`config.mk`:
```
export PLATFORM = sky130hd
export DESIGN_NAME = fpu_mul_sequencer
export DESIGN_NICKNAME = d
export VERILOG_FILES = /design/src/rtl/fpu_mul_pkg.sv /design/src/rtl/fpu_rr_arb2.sv /design/src/rtl/fpu_mul_sequencer.sv
export SDC_FILE = /design/constraint.sdc
export NUM_CORES = 1
export LEC_CHECK = 0
export ABC_AREA = 1
export BUFFER_PORTS_ARGS = -buffer_cell sky130_fd_sc_hd__buf_4
export CORE_ASPECT_RATIO = 1.2
export CORE_MARGIN = 4
export CORE_UTILIZATION = 35
export DETAILED_ROUTE_END_ITERATION = 7
export PLACE_DENSITY_LB_ADDON = 0.08
export SLEW_MARGIN = 40
export SYNTH_ARGS = -nofsm -noshare
export SYNTH_HDL_FRONTEND = slang
export SYNTH_SLANG_ARGS = --single-unit
```
`constraint.sdc`:
```
create_clock -name clk -period 3.5 [get_ports clk]
set_input_delay 0.175 -clock clk [delete_from_list [all_inputs] [get_ports clk]]
set_output_delay 0.175 -clock clk [all_outputs]
set_load 0.005 [all_outputs]
```
`src/rtl/fpu_mul_pkg.sv`:
```
// rtl/fpu_mul_pkg.sv - shared encodings and field widths for the multiplier sequencer
package fpu_mul_pkg;

    typedef enum logic [1:0] {
        IDLE = 2'd0,
        EXEC = 2'd1,
        DONE = 2'd2
    } state_e;

    localparam int FLAG_INV = 4;
    localparam int FLAG_OVF = 3;
    localparam int FLAG_UDF = 2;
    localparam int FLAG_INX = 1;
    localparam int FLAG_ZER = 0;
    localparam int FLAG_W   = 5;

    localparam int E_W = 8;
    localparam int M_W = 23;

    function automatic logic [E_W+M_W:0] pack_float(input logic           s,
                                                    input logic [E_W-1:0] e,
                                                    input logic [M_W-1:0] m);
        return {s, e, m};
    endfunction

endpackage

```
`src/rtl/fpu_rr_arb2.sv`:
```
// rtl/fpu_rr_arb2.sv - two-input round-robin arbiter, combinational grant, pointer moves on accept
module fpu_rr_arb2 (
    input  logic       clk,
    input  logic       rst_n,
    input  logic [1:0] req_i,
    input  logic       en_i,
    output logic [1:0] gnt_o,
    output logic       gnt_id_o,
    output logic       accept_o
);

    logic ptr_q, ptr_d;

    always_comb begin
        gnt_id_o = 1'b0;
        if (req_i == 2'b11) begin
            gnt_id_o = ptr_q;
        end else if (req_i[1]) begin
            gnt_id_o = 1'b1;
        end
        accept_o = en_i && (req_i != 2'b00);
        gnt_o    = 2'b00;
        if (accept_o) begin
            gnt_o[gnt_id_o] = 1'b1;
        end
        // The loser of this round gets priority next time.
        ptr_d = accept_o ? ~gnt_id_o : ptr_q;
    end

    always_ff @(posedge clk) begin
        if (!rst_n) begin
            ptr_q <= 1'b0;
        end else begin
            ptr_q <= ptr_d;
        end
    end

endmodule

```
`src/rtl/fpu_mul_sequencer.sv`:
```
// rtl/fpu_mul_sequencer.sv - shares one multicycle fp multiplier core between two requesters
module fpu_mul_sequencer
    import fpu_mul_pkg::*;
#(
    parameter int MUL_LAT = 2,
    parameter int CNT_W   = 4
) (
    input  logic        clk,
    input  logic        rst_n,
    input  logic        req0_valid,
    output logic        req0_ready,
    input  logic [31:0] req0_a,
    input  logic [31:0] req0_b,
    input  logic [1:0]  req0_rmode,
    input  logic        req1_valid,
    output logic        req1_ready,
    input  logic [31:0] req1_a,
    input  logic [31:0] req1_b,
    input  logic [1:0]  req1_rmode,
    output logic [31:0] core_opa,
    output logic [31:0] core_opb,
    output logic [1:0]  core_rmode,
    output logic [1:0]  core_en,
    input  logic        core_Sz,
    input  logic [7:0]  core_Ez,
    input  logic [23:0] core_Mz,
    input  logic [4:0]  core_flags,
    output logic        res_valid,
    input  logic        res_ready,
    output logic [31:0] res_z,
    output logic        res_id,
    output logic [4:0]  res_flags,
    output logic [4:0]  sticky_flags,
    input  logic        flag_clr
);

    state_e             state_q, state_d;
    logic [CNT_W-1:0]   cnt_q, cnt_d;
    logic [31:0]        opa_q, opa_d, opb_q, opb_d;
    logic [1:0]         rmode_q, rmode_d, en_q, en_d;
    logic               id_q, id_d;
    logic               res_valid_q, res_valid_d, res_id_q, res_id_d;
    logic [31:0]        res_z_q, res_z_d;
    logic [FLAG_W-1:0]  res_flags_q, res_flags_d, sticky_q, sticky_d;
    logic [1:0]         gnt;
    logic               gnt_id, accept;
    logic               unused_hidden_bit;

    // The hidden bit is implied by the packed format and is not stored.
    assign unused_hidden_bit = core_Mz[M_W];

    fpu_rr_arb2 u_arb (
        .clk      (clk),
        .rst_n    (rst_n),
        .req_i    ({req1_valid, req0_valid}),
        .en_i     (state_q == IDLE),
        .gnt_o    (gnt),
        .gnt_id_o (gnt_id),
        .accept_o (accept)
    );

    assign req0_ready   = gnt[0];
    assign req1_ready   = gnt[1];
    assign core_opa     = opa_q;
    assign core_opb     = opb_q;
    assign core_rmode   = rmode_q;
    assign core_en      = en_q;
    assign res_valid    = res_valid_q;
    assign res_z        = res_z_q;
    assign res_id       = res_id_q;
    assign res_flags    = res_flags_q;
    assign sticky_flags = sticky_q;

    always_comb begin
        state_d     = state_q;
        cnt_d       = cnt_q;
        opa_d       = opa_q;
        opb_d       = opb_q;
        rmode_d     = rmode_q;
        en_d        = en_q;
        id_d        = id_q;
        res_valid_d = res_valid_q;
        res_z_d     = res_z_q;
        res_id_d    = res_id_q;
        res_flags_d = res_flags_q;
        sticky_d    = flag_clr ? '0 : sticky_q;
        case (state_q)
            IDLE: begin
                if (accept) begin
                    opa_d   = gnt_id ? req1_a : req0_a;
                    opb_d   = gnt_id ? req1_b : req0_b;
                    rmode_d = gnt_id ? req1_rmode : req0_rmode;
                    id_d    = gnt_id;
                    cnt_d   = CNT_W'(MUL_LAT - 1);
                    en_d    = 2'b01;
                    state_d = EXEC;
                end
            end
            EXEC: begin
                if (cnt_q != '0) begin
                    cnt_d = cnt_q - CNT_W'(1);
                end else begin
                    res_z_d     = pack_float(core_Sz, core_Ez, core_Mz[M_W-1:0]);
                    res_flags_d = core_flags;
                    res_id_d    = id_q;
                    res_valid_d = 1'b1;
                    en_d        = 2'b00;
                    // Flags from a completing op survive a simultaneous clear.
                    sticky_d    = flag_clr ? core_flags : (sticky_q | core_flags);
                    state_d     = DONE;
                end
            end
            DONE: begin
                if (res_ready) begin
                    res_valid_d = 1'b0;
                    state_d     = IDLE;
                end
            end
            default: state_d = IDLE;
        endcase
    end

    always_ff @(posedge clk) begin
        if (!rst_n) begin
            state_q     <= IDLE;
            cnt_q       <= '0;
            opa_q       <= '0;
            opb_q       <= '0;
            rmode_q     <= '0;
            en_q        <= '0;
            id_q        <= 1'b0;
            res_valid_q <= 1'b0;
            res_z_q     <= '0;
            res_id_q    <= 1'b0;
            res_flags_q <= '0;
            sticky_q    <= '0;
        end else begin
            state_q     <= state_d;
            cnt_q       <= cnt_d;
            opa_q       <= opa_d;
            opb_q       <= opb_d;
            rmode_q     <= rmode_d;
            en_q        <= en_d;
            id_q        <= id_d;
            res_valid_q <= res_valid_d;
            res_z_q     <= res_z_d;
            res_id_q    <= res_id_d;
            res_flags_q <= res_flags_d;
            sticky_q    <= sticky_d;
        end
    end

endmodule

```
==> impl_metrics.py <==
metrics = {
    "yosys": {
        "syn_area_per_cell_um2": 7.182,
        "synth.distinct_cells": 25,
        "syn_area_um2": 5523,
        "syn_inst": 769,
        "syn-num-nets": 947,
        "ys_warn_count": 0,
        "ys_seq_area_share_pct": 43.14,
        "synth-seq-cells": 119,
    },
    "global_routing": {
        "overflow": 0,
        "grt_pass1_wl_mm": 30.26,
        "grt_pass1_vias": 5903,
        "grt_max_degree": 69,
        "grt.total_usage_pct": 21.15,
        "antenna_found_initial": 0,
    },
    "setup_path": {
        "required_ns": 3.32,
        "crit_chain": "nor2_4 -> buf_4 -> nand3_1 -> inv_1 -> buf_4",
        "endpoint_kind": "primary output",
        "critical_path_class": "flip-flop to primary output",
        "setup.worst_path.start_class": "flip-flop",
        "critPathMaxStageDelay_ns": 0.66,
        "path_max_fanout": 67,
        "cp.arrival_ns": 2.10,
        "crit_path_top_delay_cell": "buf_4",
        "crit_path_frequent_cell": "buf_4",
    },
    "clocking": {
        "worst_skew_pair.late_latency_ns": 0.41,
        "cts_max_level": 4,
        "root_buffer": "clkbuf_16",
        "numCtsBuffers": 17,
        "cts_resized": 0,
        "clkTransAtPathRegs_ns": 0.06,
        "clock_path_buffers": 2,
        "cts_tree": "built",
        "clock_sinks": 119,
    },
    "pwr": {
        "ir_drop_mv": 0.2908,
        "powerDensity_nw_per_um2": 557.1,
        "p_leak_uw": 0.004523,
        "finalPower_uw": 4783,
    },
    "floorplanning": {
        "dieWidth_um": 122.7,
        "ios": 290,
        "coreArea_um2": 15510,
        "start_util_pct": 35.60,
        "dieArea_um2": 17860,
        "rows": 50,
        "die_y_um": 145.6,
    },
    "layout": {
        "drive_gt1_share_pct": 33.58,
        "mostFrequentLayoutCells": "298 x buf_4, 163 x nand2_1, 120 x nand3_1, 119 x dfxtp_1, 78 x inv_1",
        "fin_nets": 1234,
        "diodes": 0,
        "fin_util_pct": 55.34,
        "areaGrowthSynthToFinish_pct": 55.46,
        "mostFrequentLayoutCell": "buf_4",
    },
    "routing": {
        "drt_pass1_iterations": 5,
        "drc": 0,
        "ant_nets": 0,
        "routed-via-count": 6145,
        "wl_mm": 19.43,
        "wl_per_cell_um": 15.22,
        "via_per_inst": 4.812,
        "drt_iter0_drc": 342,
    },
    "worst_hold_path": {
        "hold_class": "input port to flip-flop",
    },
    "flow_run": {
        "drv_cap": 0,
    },
    "timing": {
        "finClkSkew_ns": 0.007694,
        "fin_ws_ns": 1.221,
        "setup_viol": 0,
        "tns_ns": 0,
        "relSlewSlack_pct": 44.85,
        "post-route-min-period_ns": 2.279,
        "maxSlewViolCount": 0,
        "hold_viol": 0,
        "clock.fmax_ghz": 0.4389,
        "rsz0062_at_grt": "no",
        "tightest_slew_ns": 0.8244,
        "fin_crit_sh_pct": 65.10,
    },
    "placed_design": {
        "hpwl_mm": 12.60,
        "io_buffers": 287,
        "place_ws_ns": 1.268,
        "gp_congestion": 0.8172,
    },
    "outcome": {
        "status": "finished, final reports clean",
    },
}
-- cell type report --
type / count / area (um2)
Timing Repair Buffer: 332 / 2589
Clock inverter: 12 / 127.6
Sequential cell: 119 / 2382
Multi-Input combinational cell: 505 / 2476
Inverter: 81 / 304.0
Tap cell: 208 / 260.3
Fill cell: 1548 / 6929
Clock buffer: 20 / 446.7
-- Yosys cell counts (all sizes together) --
cell type	number	area, um2
a21oi	18	90.09
clkinv	1	3.750
clkbuf	18	67.56
inv	80	300.3
nand3	140	800.8
conb	1	3.750
nand3b	2	15.01
o21ai	35	186.4
nand4	67	419.2
nand2	165	624.4
buf	46	302.8
ha	2	25.02
nor2	75	301.5
dfxtp	119	2382
-- through the flow --
step | std cells | instance area [um2] | hold slack (ns)
6_report | 1277 | 8586 | 0.04095
5_1_grt | 1277 | 8586 | 0.04457
4_1_cts | 1277 | 8581 | 0.02587
3_5_place_dp | 1213 | 7686 | 0.4022
3_3_place_gp | 1212 | 7675 | 0.3979
2_1_floorplan | 769 | 5523 | 0.3099
-- path summary, 6_finish.rpt --
kind                      start               to  slack (ns)  depth (start not counted)
setup / recovery     state_q[1]       req1_ready        1.22                          5
hold / removal    core_flags[3]  sticky_flags[3]        0.04                          3
setup reg to reg     state_q[1]         cnt_q[3]        1.57                          7
hold reg to reg    res_flags[3]     res_flags[3]        0.46                          2
-- critical path: cells and delay by family, from the launching register on --
family | cells | cell delay [ns]
and+or+nand+nor | 2 | 0.40
buffers and inverters | 3 | 0.89
DFF | 1 | 0.39
-- cell families (layout without fill, tap and decap cells) --
kind of cell	after synthesis	count (layout)	synth area share (%)
simple gates	449	449	39.13
buf+inv	145	445	12.21
flops	119	119	43.14
compound gates	53	53	5.007
fa+ha+maj	2	2	0.4530
other cells	1	1	0.06790
-- layer usage --
metal	routed length (um)	part of all wire [%]	track usage, %
met1	7842	40	24.45
met2	9562	49	36.20
met3	1443	7.4	6.104
met4	586	3.0	8.571
met5	0	0	0
-- state kept, by name, summed over array words and instances (netlist names) --
signal        flops
cnt_q             4
core_en           1
core_opa         32
core_opb         32
core_rmode        2
id_q              1
res_flags         5
res_id            1
res_valid         1
res_z            32
state_q           2
sticky_flags      5
u_arb.ptr_q       1
-- report_power, final --
group | switching [uW] | internal (uW)
Clock | 628 | 1060
Combinational | 768 | 645
Sequential | 111 | 1570
-- repair_timing --
item,4_1_cts,5_1_grt
hold buffers,32,0
buffers inserted,0,0
endpoints found under the hold margin,32,0
Note: power is estimated with default switching activity, not from simulation.
